==> src/rtl/iiitb_fifo_pkg.sv <==
// Shared constants and elaboration helpers for the iiitb parametrised FIFO.
// Build option: IIITB_PFIFO_FWFT_EN selects first-word-fall-through output.
package iiitb_fifo_pkg;

  localparam int DEF_WIDTH  = 8;
  localparam int DEF_DEPTH  = 16;
  localparam int DEF_MARGIN = 2;

  // Ceiling log2, evaluated at elaboration time for address widths.
  function automatic int clog2(input int v);
    int r;
    r = 0;
    for (int i = 0; i < 31; i++) begin
      if ((1 << i) < v) r = i + 1;
    end
    return r;
  endfunction

  function automatic bit is_pow2(input int v);
    return (v >= 2) && ((v & (v - 1)) == 0);
  endfunction

  function automatic bit margin_ok(input int margin, input int depth);
    return (margin >= 0) && (margin < depth);
  endfunction

  function automatic bit width_ok(input int width);
    return width >= 1;
  endfunction

endpackage

==> src/rtl/iiitb_fifo_mem.sv <==
// DEPTH x WIDTH register array: one synchronous write port, one asynchronous read.
// Contents carry no reset so a flush or reset leaves the stored words in place.
module iiitb_fifo_mem
  import iiitb_fifo_pkg::*;
#(
  parameter int WIDTH = DEF_WIDTH,
  parameter int DEPTH = DEF_DEPTH,
  parameter int AW    = clog2(DEF_DEPTH)
) (
  input  logic             CLK,
  input  logic             we,
  input  logic [AW-1:0]    waddr,
  input  logic [WIDTH-1:0] wdata,
  input  logic [AW-1:0]    raddr,
  output logic [WIDTH-1:0] rdata
);

  logic [WIDTH-1:0] mem [DEPTH];

  always_ff @(posedge CLK) begin
    if (we) mem[waddr] <= wdata;
  end

  assign rdata = mem[raddr];

endmodule

==> src/rtl/iiitb_pfifo.sv <==
// Parametrised single-clock FIFO with guarded push/pop, thresholds and sticky errors.
// Build option: IIITB_PFIFO_FWFT_EN gives a combinational head-of-queue output.
module iiitb_pfifo
  import iiitb_fifo_pkg::*;
#(
  parameter int WIDTH     = DEF_WIDTH,
  parameter int DEPTH     = DEF_DEPTH,
  parameter int AF_MARGIN = DEF_MARGIN,
  parameter int AE_MARGIN = DEF_MARGIN,
  localparam int AW       = clog2(DEPTH)
) (
  input  logic             CLK,
  input  logic             RSTn,
  input  logic             clear,
  input  logic             write,
  input  logic [WIDTH-1:0] iData,
  input  logic             read,
  output logic [WIDTH-1:0] oData,
  output logic             oValid,
  output logic             full,
  output logic             empty,
  output logic             almost_full,
  output logic             almost_empty,
  output logic [AW:0]      count,
  output logic             overflow,
  output logic             underflow
);

  if (!width_ok(WIDTH)) begin : g_bad_width
    $error("iiitb_pfifo: WIDTH must be at least 1");
  end
  if (!is_pow2(DEPTH)) begin : g_bad_depth
    $error("iiitb_pfifo: DEPTH must be a power of two, at least 2");
  end
  if (!margin_ok(AF_MARGIN, DEPTH)) begin : g_bad_af
    $error("iiitb_pfifo: AF_MARGIN must lie in 0..DEPTH-1");
  end
  if (!margin_ok(AE_MARGIN, DEPTH)) begin : g_bad_ae
    $error("iiitb_pfifo: AE_MARGIN must lie in 0..DEPTH-1");
  end

  localparam logic [AW:0] PTR_ONE  = (AW + 1)'(1);
  localparam logic [AW:0] AF_LEVEL = (AW + 1)'(DEPTH - AF_MARGIN);
  localparam logic [AW:0] AE_LEVEL = (AW + 1)'(AE_MARGIN);

  logic [AW:0]      wp;
  logic [AW:0]      rp;
  logic [WIDTH-1:0] rdata;
  logic             push_ok;
  logic             pop_ok;

  // Handshake: write/read are requests sampled on the rising edge. A push is
  // accepted only while !full, a pop only while !empty; there is no stall, a
  // rejected request is dropped and recorded in overflow/underflow. clear wins
  // over both requests in the same cycle.
  assign push_ok = write && !full && !clear;
  assign pop_ok  = read && !empty && !clear;

  // Pointers carry a wrap bit, so wp - rp is the true occupancy 0..DEPTH.
  assign count        = wp - rp;
  assign empty        = (wp == rp);
  assign full         = (wp[AW] != rp[AW]) && (wp[AW-1:0] == rp[AW-1:0]);
  assign almost_full  = (count >= AF_LEVEL);
  assign almost_empty = (count <= AE_LEVEL);

  iiitb_fifo_mem #(
    .WIDTH (WIDTH),
    .DEPTH (DEPTH),
    .AW    (AW)
  ) u_mem (
    .CLK   (CLK),
    .we    (push_ok),
    .waddr (wp[AW-1:0]),
    .wdata (iData),
    .raddr (rp[AW-1:0]),
    .rdata (rdata)
  );

  always_ff @(posedge CLK or negedge RSTn) begin
    if (!RSTn) begin
      wp        <= '0;
      rp        <= '0;
      overflow  <= 1'b0;
      underflow <= 1'b0;
    end else if (clear) begin
      wp        <= '0;
      rp        <= '0;
      overflow  <= 1'b0;
      underflow <= 1'b0;
    end else begin
      if (push_ok) wp <= wp + PTR_ONE;
      if (pop_ok)  rp <= rp + PTR_ONE;
      // full is judged before this edge's pop, so a concurrent read never frees a slot.
      if (write && full)  overflow  <= 1'b1;
      if (read  && empty) underflow <= 1'b1;
    end
  end

`ifdef IIITB_PFIFO_FWFT_EN
  assign oData  = rdata;
  assign oValid = !empty;
`else
  always_ff @(posedge CLK or negedge RSTn) begin
    if (!RSTn) begin
      oData  <= '0;
      oValid <= 1'b0;
    end else begin
      oValid <= pop_ok;
      if (pop_ok) oData <= rdata;
    end
  end
`endif

endmodule

==> config.mk <==
export PLATFORM = sky130hd
export DESIGN_NAME = iiitb_pfifo
export DESIGN_NICKNAME = d
export VERILOG_FILES = /design/src/rtl/iiitb_fifo_pkg.sv /design/src/rtl/iiitb_fifo_mem.sv /design/src/rtl/iiitb_pfifo.sv
export SDC_FILE = /design/constraint.sdc
export NUM_CORES = 1
export LEC_CHECK = 0
export ABC_CLOCK_PERIOD_IN_PS = 7800
export BUFFER_PORTS_ARGS = -buffer_cell sky130_fd_sc_hd__buf_2
export CAP_MARGIN = 20
export CORE_ASPECT_RATIO = 2
export CORE_UTILIZATION = 30
export CTS_BUF_LIST = sky130_fd_sc_hd__clkbuf_8
export DETAILED_ROUTE_END_ITERATION = 16
export MAX_ROUTING_LAYER = met4
export PLACE_DENSITY = 0.57
export SLEW_MARGIN = 20
export SYNTH_ARGS = -nofsm -noshare
export SYNTH_HDL_FRONTEND = slang
export SYNTH_SLANG_ARGS = --single-unit
==> constraint.sdc <==
create_clock -name CLK -period 7.8 [get_ports CLK]
set_input_delay 0.78 -clock CLK [delete_from_list [all_inputs] [get_ports CLK]]
set_output_delay 0.78 -clock CLK [all_outputs]
set_load 0.05 [all_outputs]
==> out/metrics.cfg <==
[status]
status = finished, final reports clean

[clocking]
cts-resized-gates = 0
ctsLongestPathBuffers = 2
cts_hold_buf = 0
cts_tree = done
clk_latency_ns = 0.45
numClockSinks = 149
clk_pin_slew_ns = 0.09
h-tree-depth = 4
cts-root-buf = clkbuf_8
numCtsBuffers = 17
postCtsSetupBuffers = 0

[place]
dp_cells = 644
portBuffers = 32
pre_cts_slack_ns = 3.83
hpwl_um = 9790
place_area_um2 = 6500
place_congestion = 0.862

[synthesis]
syn_nets = 388
ys_warn_count = 0
ys_seq_area_share_pct = 71.4
synthDistinctLibCells = 39
avgSynthCellArea_um2 = 16.8
synthCells = 365
syn-cell-area_um2 = 6120
synth_seq_cells = 149

[drt]
routed_via_density = 4.83
wl_per_cell_um = 20.1
routed-via-count = 3272
drtIter0Drc = 182
ant_nets = 0
wl_um = 13600
drcViolationCount = 0
first_pass_iters = 4

[setup_path]
slowest_delay_ns = 0.69
cp-endpoint = almost_empty
crit_family = buffers and inverters
cp.depth = 9
timing.rr.end = u_mem.mem[7][4]$_DFFE_PP_
cp.required_ns = 7.02
worst-path-buf-inv = 3
critPathMaxFanout = 52
cp_slowest_cell = buf_4
end_kind = output port
r2r.worst_path.cells = 6
path_cells = buf_4, ha_1, inv_1, fa_1, a21o_1, a21oi_1, xnor2_1, a211oi_1, buf_2
critPathLaunch = rp[0]$_DFFE_PN0P_
path_class = flop to output port
r2r_slack_ns = 4.14
reg2reg_from = rp[2]$_DFFE_PN0P_
arrival_ns = 3.23
cp-start-kind = flop

[sta]
finalSetupViolations = 0
timing.final.crit_share_pct = 51.4
worst_pin_slew_ns = 0.946
fmax_mhz = 249
skew_ns = 0.0154
fin_ws_ns = 3.79
layout_min_cycle_time_ns = 4.01
maxSlewViolCount = 0
final-hold-violation-count = 0
fin_tns_setup_ns = 0
slew-limit-headroom_pct = 36.9
rsz0062_at_grt = false

[global_routing]
grtUsageTotal_pct = 14.8
overflow = 0
grt_first_pass_wirelength_um = 21200
grt_pass1_vias = 3490
antenna_found_initial = 0
grt_max_degree = 53

[flow_run]
maxCapViolCount = 0

[die]
io_pins = 33
dieArea_um2 = 21000
rows = 73
start_util_pct = 30.7
die_h_um = 204
die_w_um = 103
core_area_um2 = 19900

[power]
total_power_mw = 1.98
vdd_drop_max_mv = 0.120
power_density_nw_per_um2 = 285
power_leakage_nw = 2.28

[finish]
final_common_cell = edfxtp_1
syn2layout_area_growth_pct = 13.6
nets = 424
finalInstanceArea_um2 = 6950
final_cell_mix = edfxtp_1 (128), nor2_1 (34), mux2i_1 (34)
drive_above_1_share_pct = 21.7
fin_cells = 677

[hold_path]
min_path_type = input pin to async pin

[worst min path at each step]
stage | start | endpoint | slack [ns] | depth (start not counted)
2_1_floorplan | RSTn | oData[0]$_DFFE_PN0P_ | 0.48 | 0
4_1_cts | RSTn | oData[1]$_DFFE_PN0P_ | 0.28 | 1
3_5_place_dp | underflow$_DFFE_PN0P_ | underflow$_DFFE_PN0P_ | 0.49 | 2
6_report | RSTn | wp[0]$_DFFE_PN0P_ | 0.28 | 1
3_3_place_gp | underflow$_DFFE_PN0P_ | underflow$_DFFE_PN0P_ | 0.48 | 2
5_1_grt | RSTn | oData[7]$_DFFE_PN0P_ | 0.30 | 1
[routing by layer]
metal  up-vias  global-route usage (%)  wire length, um
met2        90                    27.4             7950
met5         -                       -                0
li1       1488                       -                -
met4         0                    8.00              572
met3        26                    2.70              359
met1      1668                    13.9             4710
[power by group]
| part | switching [mW] | internal, mW |
|---|---|---|
| combinational | 0.303 | 0.134 |
| sequential | 0.0185 | 0.895 |
| clock | 0.286 | 0.345 |
| total | 0.608 | 1.37 |
[synth_stat cells, drive strengths merged]
library cell | instances | area (um2)
a2111oi | 1 | 15.0
a211oi | 13 | 110
a21o | 2 | 15.0
a21oi | 5 | 25.0
a31oi | 8 | 50.1
a41o | 1 | 10.0
and2 | 1 | 6.26
and4 | 1 | 8.76
buf | 12 | 85.1
clkbuf | 4 | 25.0
dfrtp | 21 | 526
edfxtp | 128 | 3840
fa | 1 | 20.0
ha | 9 | 113
inv | 10 | 37.5
mux2i | 34 | 340
mux4 | 16 | 360
nand2 | 14 | 52.6
nand2b | 2 | 12.5
nand3 | 3 | 15.0
nand3b | 2 | 15.0
nand4 | 1 | 6.26
nor2 | 34 | 128
nor2b | 1 | 6.26
nor3 | 4 | 20.0
o211ai | 1 | 12.5
o21a | 1 | 7.51
o21ai | 5 | 28.8
o22ai | 16 | 100
or3 | 3 | 18.8
or3b | 1 | 8.76
xnor2 | 7 | 61.3
xor2 | 3 | 33.8
[worst register-to-register path, cell delays in order (launching register included)]
cell	delay, ns
dfrtp_1	0.96
inv_1	0.19
ha_1	0.41
and4_1	0.30
a211oi_1	0.48
nand2_1	0.25
nor2_1	0.68
[registers in the layout, summed over array words and instances, names as in the netlist]
name,cells
overflow,1
oData,8
oValid,1
underflow,1
u_mem.mem,128
wp,5
rp,5
[final cells by class]
type	instances	area, um2
Antenna cell	1	2.50
Clock buffer	17	234
Clock inverter	15	189
Fill cell	1943	13000
Inverter	10	37.5
Multi-Input combinational cell	190	1620
Sequential cell	149	4370
Tap cell	262	328
Timing Repair Buffer	33	168
[cells by family (layout without fill, tap and decap cells)]
logic type | count (synthesis) | in the layout | share of synthesized area [%]
buffers and inverters | 26 | 75 | 2.41
multiplexers | 50 | 50 | 11.5
AO/OA/AOI/OAI | 53 | 53 | 6.12
adder cells (fa/ha/maj) | 10 | 10 | 2.17
flip-flops | 149 | 149 | 71.4
AND/OR/NAND/NOR | 67 | 67 | 4.87
other | 0 | 1 | 0
XOR/XNOR | 10 | 10 | 1.55
[per-stage QoR]
step	utilization (%)	hold slack, ns
6_report	34.9	0.282
5_1_grt	34.9	0.300
4_1_cts	34.8	0.280
3_5_place_dp	32.7	0.490
3_3_place_gp	32.7	0.478
2_1_floorplan	-	0.484
No activity file was read; power rests on OpenSTA's default activity.
